File: src/rtl/io_uart_responder_pkg.sv
// Shared types and constants for the io_uart_responder slice: bus direction codes,
// UART frame width and the FSM state encodings used by the TX, RX and bus machines.
package io_uart_responder_pkg;

    localparam int UART_DATA_BITS = 8;

    localparam logic DIR_READ  = 1'b0;
    localparam logic DIR_WRITE = 1'b1;

    // One encoding serves both serial machines; both walk the same four frame phases
    typedef enum logic [1:0] {
        U_IDLE  = 2'd0,
        U_START = 2'd1,
        U_DATA  = 2'd2,
        U_STOP  = 2'd3
    } uart_state_t;

    typedef enum logic [1:0] {
        BUS_IDLE    = 2'd0,
        BUS_WAIT_TX = 2'd1,
        BUS_WAIT_RX = 2'd2,
        BUS_ACK     = 2'd3
    } bus_state_t;

endpackage

File: src/rtl/io_uart_responder_if.sv
// CPU io_req/io_ack port as seen by the UART responder; the CPU side is the master.
interface io_uart_responder_if;
    import io_uart_responder_pkg::*;

    logic                      io_req;
    logic                      io_dir;
    logic [UART_DATA_BITS-1:0] io_wdata;
    logic                      io_ack;
    logic [UART_DATA_BITS-1:0] io_rdata;

    modport master (
        output io_req, io_dir, io_wdata,
        input  io_ack, io_rdata
    );

    modport slave (
        input  io_req, io_dir, io_wdata,
        output io_ack, io_rdata
    );

endinterface

File: src/rtl/io_uart_responder_rx_deser.sv
// 8N1 receive deserialiser: synchronises uart_rx, finds start edges, samples bit centres
// and reports each frame as a one-cycle valid or frame-error pulse.
module uart_rx_deser
    import io_uart_responder_pkg::*;
#(
    parameter int CLKS_PER_BIT = 50
) (
    input  logic                      clk,
    input  logic                      rst,
    input  logic                      uart_rx,
    output logic [UART_DATA_BITS-1:0] rx_byte,
    output logic                      rx_valid,
    output logic                      rx_frame_err
);

    localparam int CNT_W = $clog2(CLKS_PER_BIT);
    localparam logic [CNT_W-1:0] HALF_LAST = CNT_W'(CLKS_PER_BIT / 2 - 1);
    localparam logic [CNT_W-1:0] BIT_LAST  = CNT_W'(CLKS_PER_BIT - 1);
    localparam logic [2:0]       LAST_BIT  = 3'(UART_DATA_BITS - 1);

    logic                      rx_meta;
    logic                      rx_sync;
    logic                      rx_prev;
    uart_state_t               state, state_next;
    logic [CNT_W-1:0]          cnt, cnt_next;
    logic [2:0]                bit_idx, bit_idx_next;
    logic [UART_DATA_BITS-1:0] shift, shift_next;
    logic                      stop_tick;

    always_ff @(posedge clk) begin
        if (rst) begin
            rx_meta <= 1'b1;
            rx_sync <= 1'b1;
            rx_prev <= 1'b1;
            state   <= U_IDLE;
            cnt     <= '0;
            bit_idx <= '0;
            shift   <= '0;
        end else begin
            rx_meta <= uart_rx;
            rx_sync <= rx_meta;
            rx_prev <= rx_sync;
            state   <= state_next;
            cnt     <= cnt_next;
            bit_idx <= bit_idx_next;
            shift   <= shift_next;
        end
    end

    // The start half-bit re-check both rejects glitches and aligns later samples to bit centres
    always_comb begin
        state_next   = state;
        cnt_next     = cnt + 1'b1;
        bit_idx_next = bit_idx;
        shift_next   = shift;
        case (state)
            U_IDLE: begin
                cnt_next = '0;
                if (rx_prev && !rx_sync) state_next = U_START;
            end
            U_START: begin
                if (cnt == HALF_LAST) begin
                    cnt_next     = '0;
                    bit_idx_next = '0;
                    state_next   = rx_sync ? U_IDLE : U_DATA;
                end
            end
            U_DATA: begin
                if (cnt == BIT_LAST) begin
                    cnt_next     = '0;
                    shift_next   = {rx_sync, shift[UART_DATA_BITS-1:1]};
                    bit_idx_next = bit_idx + 1'b1;
                    if (bit_idx == LAST_BIT) state_next = U_STOP;
                end
            end
            U_STOP: begin
                if (cnt == BIT_LAST) begin
                    cnt_next   = '0;
                    state_next = U_IDLE;
                end
            end
            default: state_next = U_IDLE;
        endcase
    end

    always_comb begin
        stop_tick    = (state == U_STOP) && (cnt == BIT_LAST);
        rx_valid     = stop_tick && rx_sync;
        rx_frame_err = stop_tick && !rx_sync;
        rx_byte      = shift;
    end

endmodule

File: src/rtl/io_uart_responder.sv
// CPU IO responder: writes go out on an 8N1 UART transmitter, reads pop a small RX FIFO
// fed by uart_rx_deser, stalling the CPU until data is available.
module io_uart_responder
    import io_uart_responder_pkg::*;
#(
    parameter int CLKS_PER_BIT = 50,
    parameter int RX_FIFO_AW   = 2
) (
    input  logic                clk,
    input  logic                rst,
    io_uart_responder_if.slave  io,
    output logic                uart_tx,
    input  logic                uart_rx,
    output logic                rx_overrun,
    output logic                rx_frame_err
);

    localparam int CNT_W = $clog2(CLKS_PER_BIT);
    localparam int DEPTH = 1 << RX_FIFO_AW;
    localparam logic [CNT_W-1:0] BIT_LAST = CNT_W'(CLKS_PER_BIT - 1);
    localparam logic [2:0]       LAST_BIT = 3'(UART_DATA_BITS - 1);

    uart_state_t               tx_state, tx_state_next;
    logic [CNT_W-1:0]          tx_cnt, tx_cnt_next;
    logic [2:0]                tx_bit_idx, tx_bit_idx_next;
    logic [UART_DATA_BITS-1:0] tx_shift, tx_shift_next;
    logic                      tx_bit_end;
    logic                      tx_ready;
    logic                      tx_load;

    logic [UART_DATA_BITS-1:0] fifo_mem [DEPTH];
    logic [RX_FIFO_AW:0]       wr_ptr, rd_ptr;
    logic                      fifo_empty, fifo_full, fifo_pop, fifo_push;
    logic [UART_DATA_BITS-1:0] fifo_head;

    logic [UART_DATA_BITS-1:0] rx_byte;
    logic                      rx_valid;
    logic                      rx_ferr;

    bus_state_t                bus_state, bus_state_next;
    logic                      ack_seen;
    logic                      bus_accept;

    uart_rx_deser #(
        .CLKS_PER_BIT (CLKS_PER_BIT)
    ) u_rx_deser (
        .clk          (clk),
        .rst          (rst),
        .uart_rx      (uart_rx),
        .rx_byte      (rx_byte),
        .rx_valid     (rx_valid),
        .rx_frame_err (rx_ferr)
    );

    always_ff @(posedge clk) begin
        if (rst) begin
            tx_state   <= U_IDLE;
            tx_cnt     <= '0;
            tx_bit_idx <= '0;
            tx_shift   <= '0;
        end else begin
            tx_state   <= tx_state_next;
            tx_cnt     <= tx_cnt_next;
            tx_bit_idx <= tx_bit_idx_next;
            tx_shift   <= tx_shift_next;
        end
    end

    // A load takes priority in any state; the bus only loads when tx_ready, so frames abut
    always_comb begin
        tx_state_next   = tx_state;
        tx_cnt_next     = tx_cnt + 1'b1;
        tx_bit_idx_next = tx_bit_idx;
        tx_shift_next   = tx_shift;
        if (tx_load) begin
            tx_state_next   = U_START;
            tx_cnt_next     = '0;
            tx_bit_idx_next = '0;
            tx_shift_next   = io.io_wdata;
        end else begin
            case (tx_state)
                U_IDLE: tx_cnt_next = '0;
                U_START: begin
                    if (tx_bit_end) begin
                        tx_cnt_next   = '0;
                        tx_state_next = U_DATA;
                    end
                end
                U_DATA: begin
                    if (tx_bit_end) begin
                        tx_cnt_next     = '0;
                        tx_shift_next   = tx_shift >> 1;
                        tx_bit_idx_next = tx_bit_idx + 1'b1;
                        if (tx_bit_idx == LAST_BIT) tx_state_next = U_STOP;
                    end
                end
                U_STOP: begin
                    if (tx_bit_end) begin
                        tx_cnt_next   = '0;
                        tx_state_next = U_IDLE;
                    end
                end
                default: tx_state_next = U_IDLE;
            endcase
        end
    end

    always_comb begin
        tx_bit_end = (tx_cnt == BIT_LAST);
        tx_ready   = (tx_state == U_IDLE) || ((tx_state == U_STOP) && tx_bit_end);
        case (tx_state)
            U_START: uart_tx = 1'b0;
            U_DATA:  uart_tx = tx_shift[0];
            default: uart_tx = 1'b1;
        endcase
    end

    // A push while full is still accepted when a pop frees the slot in the same cycle
    always_comb begin
        fifo_empty = (wr_ptr == rd_ptr);
        fifo_full  = (wr_ptr[RX_FIFO_AW] != rd_ptr[RX_FIFO_AW]) &&
                     (wr_ptr[RX_FIFO_AW-1:0] == rd_ptr[RX_FIFO_AW-1:0]);
        fifo_push  = rx_valid && (!fifo_full || fifo_pop);
        fifo_head  = fifo_mem[rd_ptr[RX_FIFO_AW-1:0]];
    end

    always_ff @(posedge clk) begin
        if (fifo_push) fifo_mem[wr_ptr[RX_FIFO_AW-1:0]] <= rx_byte;
    end

    always_ff @(posedge clk) begin
        if (rst) begin
            wr_ptr       <= '0;
            rd_ptr       <= '0;
            rx_overrun   <= 1'b0;
            rx_frame_err <= 1'b0;
        end else begin
            if (fifo_push) wr_ptr <= wr_ptr + 1'b1;
            if (fifo_pop)  rd_ptr <= rd_ptr + 1'b1;
            rx_overrun   <= rx_valid && fifo_full && !fifo_pop;
            rx_frame_err <= rx_ferr;
        end
    end

    // ack_seen masks io_req for the cycle after ACK, while the initiator is still dropping it
    always_ff @(posedge clk) begin
        if (rst) begin
            bus_state   <= BUS_IDLE;
            ack_seen    <= 1'b0;
            io.io_rdata <= '0;
        end else begin
            bus_state <= bus_state_next;
            ack_seen  <= (bus_state == BUS_ACK);
            if (fifo_pop) io.io_rdata <= fifo_head;
        end
    end

    always_comb begin
        bus_state_next = bus_state;
        case (bus_state)
            BUS_IDLE: begin
                if (bus_accept) begin
                    if (io.io_dir == DIR_WRITE) bus_state_next = tx_ready ? BUS_ACK : BUS_WAIT_TX;
                    else                        bus_state_next = fifo_empty ? BUS_WAIT_RX : BUS_ACK;
                end
            end
            BUS_WAIT_TX: if (tx_ready)    bus_state_next = BUS_ACK;
            BUS_WAIT_RX: if (!fifo_empty) bus_state_next = BUS_ACK;
            BUS_ACK:     bus_state_next = BUS_IDLE;
            default:     bus_state_next = BUS_IDLE;
        endcase
    end

    always_comb begin
        bus_accept = (bus_state == BUS_IDLE) && io.io_req && !ack_seen;
        tx_load    = (bus_accept && (io.io_dir == DIR_WRITE) && tx_ready) ||
                     ((bus_state == BUS_WAIT_TX) && tx_ready);
        fifo_pop   = (bus_accept && (io.io_dir == DIR_READ) && !fifo_empty) ||
                     ((bus_state == BUS_WAIT_RX) && !fifo_empty);
        io.io_ack  = (bus_state == BUS_ACK);
    end

endmodule

File: src/flat_wrapper.sv
// flat-port wrapper written by rule: the top's interface ports become plain ports
module io_uart_responder_flat import io_uart_responder_pkg::*;
#(
    parameter int CLKS_PER_BIT = 50,
    parameter int RX_FIFO_AW   = 2
)
  (clk, rst, uart_tx, uart_rx, rx_overrun, rx_frame_err, io_io_req, io_io_dir, io_io_wdata, io_io_ack, io_io_rdata);
  io_uart_responder_if io_i ();
  input  logic clk;
  input  logic rst;
  output logic uart_tx;
  input  logic uart_rx;
  output logic rx_overrun;
  output logic rx_frame_err;
  input wire logic [$bits(io_i.io_req)-1:0] io_io_req;
  input wire logic [$bits(io_i.io_dir)-1:0] io_io_dir;
  input wire logic [$bits(io_i.io_wdata)-1:0] io_io_wdata;
  output wire logic [$bits(io_i.io_ack)-1:0] io_io_ack;
  output wire logic [$bits(io_i.io_rdata)-1:0] io_io_rdata;
  assign io_i.io_req = io_io_req;
  assign io_i.io_dir = io_io_dir;
  assign io_i.io_wdata = io_io_wdata;
  assign io_io_ack = io_i.io_ack;
  assign io_io_rdata = io_i.io_rdata;
  io_uart_responder #(.CLKS_PER_BIT(CLKS_PER_BIT), .RX_FIFO_AW(RX_FIFO_AW)) u_core (.clk(clk), .rst(rst), .io(io_i), .uart_tx(uart_tx), .uart_rx(uart_rx), .rx_overrun(rx_overrun), .rx_frame_err(rx_frame_err));
endmodule
File: config.mk
export PLATFORM = sky130hd
export DESIGN_NAME = io_uart_responder_flat
export DESIGN_NICKNAME = d
export VERILOG_FILES = /design/src/rtl/io_uart_responder_pkg.sv /design/src/rtl/io_uart_responder_if.sv /design/src/rtl/io_uart_responder_rx_deser.sv /design/src/rtl/io_uart_responder.sv /design/src/flat_wrapper.sv
export SDC_FILE = /design/constraint.sdc
export NUM_CORES = 1
export LEC_CHECK = 0
export ABC_CLOCK_PERIOD_IN_PS = 5200
export CAP_MARGIN = 20
export CORE_UTILIZATION = 38
export DETAILED_ROUTE_END_ITERATION = 8
export HOLD_SLACK_MARGIN = 0.08
export PLACE_DENSITY_LB_ADDON = 0.1
export RECOVER_POWER = 100
export SYNTH_ARGS = -nofsm -noshare
export SYNTH_HDL_FRONTEND = slang
export SYNTH_SLANG_ARGS = --single-unit
File: constraint.sdc
create_clock -name clk -period 5.2 [get_ports clk]
set_input_delay 1.56 -clock clk [delete_from_list [all_inputs] [get_ports clk]]
set_output_delay 1.56 -clock clk [all_outputs]
set_load 0.005 [all_outputs]
Word level (Yosys, flattened, before mapping)
Memory sizes are Yosys's and may differ from the RTL's. A register that Yosys moved wholly into a read port is not among the register bits. Cells that the tools add are included.

Equality and inequality tests: 33. Multiplexer cells: 34. Bitwise operators: 1. Add/sub/neg operators: 6. Reductions and logical operators: 45.

Operators with widths (number): two-way mux 2 bit (15); two-way mux 8 bit (3); two-way mux 6 bit (3); case mux 6 bit (3 select lines) (1); logical AND 1 bit (17); case mux 2 bit (4 select lines) (2); AND reduction 5 bit (3); adder 3 x 1 -> 3 bit (second input constant) (4); adder 6 x 1 -> 6 bit (second input constant) (2); == test 2 bit (second input constant) (6); == test 6 bit (second input constant) (2); inequality test 2 x 1 -> 1 bit (second input constant) (6); inequality test 2 bit (second input constant) (6); inequality test 3 x 1 -> 1 bit (second input constant) (4); case mux 6 bit (2 select lines) (1); == test 2 x 1 -> 1 bit (second input constant) (3); == test 3 bit (second input constant) (2); == test 6 x 5 -> 1 bit (second input constant) (1); zero test 2 bit (3); two-way mux 3 bit (2); case mux 2 bit (3 select lines) (1); case mux 3 bit (2 select lines) (1); AND reduction 2 bit (3); AND reduction 3 bit (2); other kinds (13) (26).

Bits in writable memories: 32. Flip-flop bits (word level): 52. Memories kept: 1. Word-level logic and storage cells: 138.

Memory list: u_core.fifo_mem (depth 4, width 8, rd ports 1, clocked after memory_dff 1, write ports 1, line io_uart_responder.sv:31) `logic [UART_DATA_BITS-1:0] fifo_mem [DEPTH];`.

Longest topological paths before layout
Word-level depth: 10. Depth in mapped cells: 8. Mapped depth without buffers: 6.

Hierarchy
From an unflattened synthesis, not the netlist that was laid out.

Cell total of the unflattened synthesis: 345. Area, all modules: 4073.9 um^2.

Modules (own cells, without submodules): io_uart_responder (times used 1, cells an instance 247, area an instance 3115.5 um^2, sequential area each 1721.7 um^2); uart_rx_deser (times used 1, cells an instance 98, area an instance 958.4 um^2, sequential area each 440.4 um^2).

Worst setup path before layout
No wires, ideal clock.

Path kind: input port to flip-flop. Start: input io_io_dir. End: memory u_core.fifo_mem[0][0], enable pin. Setup slack: 2.371 ns. Path buffers: 0. Cell stages on the path: 4. Arrival: 2.552 ns. Library setup time: 0.277 ns. Path through: and4bb_2 > nor4_2 > a21oi_1 > and2_1.

Word-level cells in the longest chain between the ends: 8.

Ends and longest elaborated chain: from (decl) (line flat_wrapper.sv:16) `input wire logic [$bits(io_i.io_dir)-1:0] io_io_dir;`; NOT 1 bit (line io_uart_responder.sv:178) `fifo_pop = (bus_accept && (io.io_dir == DIR_READ) && !fifo_empty) ||`; logical AND 1 bit (2 in a row) (line io_uart_responder.sv:178); logical OR 1 bit (line io_uart_responder.sv:178); logical OR 1 bit (line io_uart_responder.sv:123) `fifo_push = rx_valid && (!fifo_full || fifo_pop);`; logical AND 1 bit (line io_uart_responder.sv:123); two-way mux 1 bit (line io_uart_responder.sv:128) `if (fifo_push) fifo_mem[wr_ptr[RX_FIFO_AW-1:0]] <= rx_byte;`; two-way mux 1 bit (not written as such) (line io_uart_responder.sv:128); to (decl) (line io_uart_responder.sv:31).

No other way between the ends.

Worst setup path in the final report
Start: input io_io_dir. End: memory u_core.fifo_mem[0][5], enable pin.

The elaborated chain is that of the path after synthesis.

==> impl_metrics.json <==
{
  "status": "finished with violations",
  "violations": "max-capacitance violations, max-slew violations",
  "r2r_slack_ns": 2.53,
  "critPathMaxFanout": 8,
  "wl_met2_um": 3283,
  "clkSlewWorstSetupHoldPaths_ns": 0.10,
  "synth_top_cells_by_count": "60 x dfxtp_1, 41 x nor2_1, 32 x edfxtp_1",
  "clkPwrFrac_pct": 26.6,
  "wirelength_um": 7250,
  "pwr-share-comb_pct": 24.0,
  "syn_avg_cell_area_um2": 11.62,
  "fin_nets": 408,
  "drc": 0,
  "initial_core_util_pct": 39.55,
  "worstSetupEndpoint": "u_core.fifo_mem[0][5]$_DFFE_PP_",
  "slowest_stage": "nor4_1",
  "fin_area_um2": 4663,
  "h-tree-depth": 3,
  "worstHoldPathType": "reg2reg",
  "multi_input_area_um2": 1831,
  "power.internal_w": 0.001207,
  "maxSlewViolCount": 59,
  "drt_iter0_markers": 67,
  "path_cells": "dlygate4sd3_1 > and4bb_2 > nor4_1 > a21oi_1 > and2_0",
  "layout-drive-gt1-share_pct": 9.974,
  "crit_cells": 5,
  "ys_seq_area_share_pct": 52.25,
  "synth.top_cells.by_area": "dfxtp_1 29%, edfxtp_1 23%, mux2i_1 7.5%, ha_1 5.7%, mux4_2 4.4%",
  "grt_pass1_wl_um": 12480,
  "drv_cap": 1,
  "wire_per_inst_um": 14.02,
  "worstReg2RegStart": "u_core.bus_state[0]$_SDFFE_PP0P_",
  "area_growth_pct": 12.70,
  "p_per_area_nw_per_um2": 377.9,
  "syn_inst": 356,
  "grt_max_degree": 59,
  "viasPerCell": 4.932,
  "synth.net_count": 388,
  "synth_edf_count": 32,
  "worst_pin_slew_ns": 2.507,
  "place_hpwl_um": 4981,
  "cp-startpoint": "io_io_dir",
  "fin_crit_ns": 3.764,
  "grt_setup_unrepaired": "false",
  "worst_ir_drop_vdd_v": 0.0001669,
  "final-seq-area_um2": 2162,
  "cpLargestDelayFamily": "simple AND/OR/NAND/NOR gates",
  "finalSetupViolations": 0,
  "grt_overflow": 0,
  "firstDrtPassIters": 4,
  "clockBufferDepth": 2,
  "start_kind": "primary input",
  "relSlewSlack_pct": -67.15,
  "p_leak_nw": 1.680,
  "placed_area_um2": 4468,
  "finalSetupTns_ns": 0,
  "swShare_pct": 31.51,
  "cts_buffers": 9,
  "setup.worst_path.class": "in2reg",
  "fin_skew_ns": 0.01501,
  "finalCritPeriodShare_pct": 72.39,
  "clk_latency_ns": 0.36,
  "hold_viol": 0,
  "seq_power_share_pct": 49.3,
  "io_pins": 25,
  "yosysUniqueCellTypes": 51,
  "top_layer": "met4",
  "cts_resized": 0,
  "cts_hold_buf": 0,
  "power_switching_w": 0.0005554,
  "worstPathRequired_ns": 5.23,
  "rows": 37,
  "die_h_um": 106.4,
  "ff2ff_path_depth": 6,
  "fp.coreArea_um2": 10460,
  "post-cts-setup-buffers": 0,
  "cts_tree": "done",
  "ys.warnings.count": 0,
  "n_antenna_cell": 0,
  "antenna_found_initial": 0,
  "path_buf_inv": 1,
  "arrival_ns": 3.79,
  "ys.flop_type": "dfxtp_1",
  "synth_top_area_share_pct": 29.03,
  "fillers": 1021,
  "cts.sinks": 92,
  "met1_length_um": 3689,
  "max_stage_delay_ns": 0.67,
  "synth_seq_cells": 92,
  "grt_usage_pct": 14.07,
  "cp-end-kind": "flip-flop",
  "die_area_um2": 11310,
  "finalWorstSetupSlack_ns": 1.436,
  "r2r_end": "u_core.fifo_mem[0][5]$_DFFE_PP_",
  "pre_cts_ws_ns": 1.491,
  "wl_met3_um": 195,
  "die_w_um": 106.4,
  "synth_area_um2": 4138,
  "synth_most_common_cell": "dfxtp_1",
  "synth-async-reset-ratio_pct": 0,
  "first_global_vias": 2600,
  "ant_nets": 0,
  "num_vias": 2550,
  "gp_congestion": 0.7228,
  "io_buffers": 24,
  "yosysTopAreaCell": "dfxtp_1",
  "fmax_mhz": 265.6,
  "root_buffer": "clkbuf_8"
}
power groups by stage:
stage / Combinational [W] / Clock, W / Sequential, W
after floorplan: 0.000349 / 0 / 0.000854
after global placement: 0.000432 / 0 / 0.000888
after detailed placement: 0.000437 / 0 / 0.000889
after CTS: 0.000440 / 0.000497 / 0.000873
after global routing: 0.000473 / 0.000522 / 0.000883
final: 0.000424 / 0.000470 / 0.000869
worst min-delay path by stage:
stage,slack (ns),cells after the start,to,from
6_report,0.42,1,u_core.u_rx_deser.rx_sync$_SDFF_PP1_,u_core.u_rx_deser.rx_meta$_SDFF_PP1_
5_1_grt,0.43,1,u_core.u_rx_deser.rx_sync$_SDFF_PP1_,u_core.u_rx_deser.rx_meta$_SDFF_PP1_
4_1_cts,0.42,1,u_core.u_rx_deser.rx_sync$_SDFF_PP1_,u_core.u_rx_deser.rx_meta$_SDFF_PP1_
3_5_place_dp,0.39,1,u_core.u_rx_deser.rx_sync$_SDFF_PP1_,u_core.u_rx_deser.rx_meta$_SDFF_PP1_
3_3_place_gp,0.39,1,u_core.u_rx_deser.rx_sync$_SDFF_PP1_,u_core.u_rx_deser.rx_meta$_SDFF_PP1_
2_1_floorplan,0.39,1,u_core.u_rx_deser.rx_sync$_SDFF_PP1_,u_core.u_rx_deser.rx_meta$_SDFF_PP1_
per-stage QoR:
step / utilization, % / hold WS, ns / power [W] / std cells
2_1_floorplan: - / 0.3895 / 0.001203 / 356
3_5_place_dp: 42.71 / 0.3932 / 0.001327 / 501
6_report: 44.57 / 0.4170 / 0.001762 / 517
5_1_grt: 44.57 / 0.4347 / 0.001878 / 517
3_3_place_gp: 42.71 / 0.3929 / 0.001320 / 501
4_1_cts: 44.64 / 0.4197 / 0.001810 / 517
kinds of logic (layout without fill, tap and decap cells):
family                     after synthesis  after routing  share of synthesized area (%)
buffers and inverters                   31             56                          3.356
DFF                                     92             92                          52.25
AOI/OAI and AO/OA                       37             37                          6.199
adders and majority gates               19             19                          5.745
and+or+nand+nor                        124            124                          17.45
xor gates and xnor gates                14             14                          3.145
muxes                                   39             39                          11.85
worst reg2reg max path: stages, from the launching register on:
cell and delay (ns):
dfxtp_1 0.41, inv_1 0.11, ha_1 0.26, and4bb_2 0.26
nor4_1 0.67, a21oi_1 0.22, and2_0 0.42
layout make-up:
class                           count  area share (%)
Clock buffer                        9           2.656
Multi-Input combinational cell    233           39.25
Inverter                           15           1.207
Sequential cell                    92           46.36
Tap cell                          136           3.649
Clock inverter                      7           1.690
Timing Repair Buffer               25           5.178
placed cells by master (no fill, tap or decap), types with 6 or more instances in the layout:
cell,netlist,final
clkdlybuf4s50_1,0,10
dfxtp_1,60,60
xnor2_1,7,7
ha_1,19,19
nor3_1,17,17
inv_1,15,15
nand3_1,10,10
nor2_1,41,41
a211oi_1,8,8
dlygate4sd3_1,0,13
a21oi_1,13,13
edfxtp_1,32,32
clkbuf_8,0,9
xor2_1,6,6
mux4_2,8,8
mux2i_1,31,31
nand2_1,8,8
registers in the layout, indices dropped and copies added, names as in the netlist, named ones only:
signal	count
u_core.u_rx_deser.rx_meta	1
u_core.u_rx_deser.rx_sync	1
u_core.ack_seen	1
u_core.rd_ptr	3
u_core.io.io_rdata	8
u_core.rx_frame_err	1
u_core.wr_ptr	3
u_core.u_rx_deser.state	1
u_core.rx_overrun	1
u_core.tx_shift	8
u_core.fifo_mem	32
u_core.tx_state	2
u_core.u_rx_deser.cnt	6
u_core.u_rx_deser.rx_prev	1
u_core.bus_state	2
u_core.u_rx_deser.bit_idx	3
u_core.tx_bit_idx	3
u_core.u_rx_deser.rx_byte	8
u_core.tx_cnt	6
metal layers:
metal | GRT usage, % | vias to the layer above
met4 | 4.464 | 0
met2 | 22.73 | 32
met1 | 18.35 | 1187
li1 | - | 1324
met5 | 0 | -
met3 | 3.679 | 7
(Power assumes the default switching activity.)
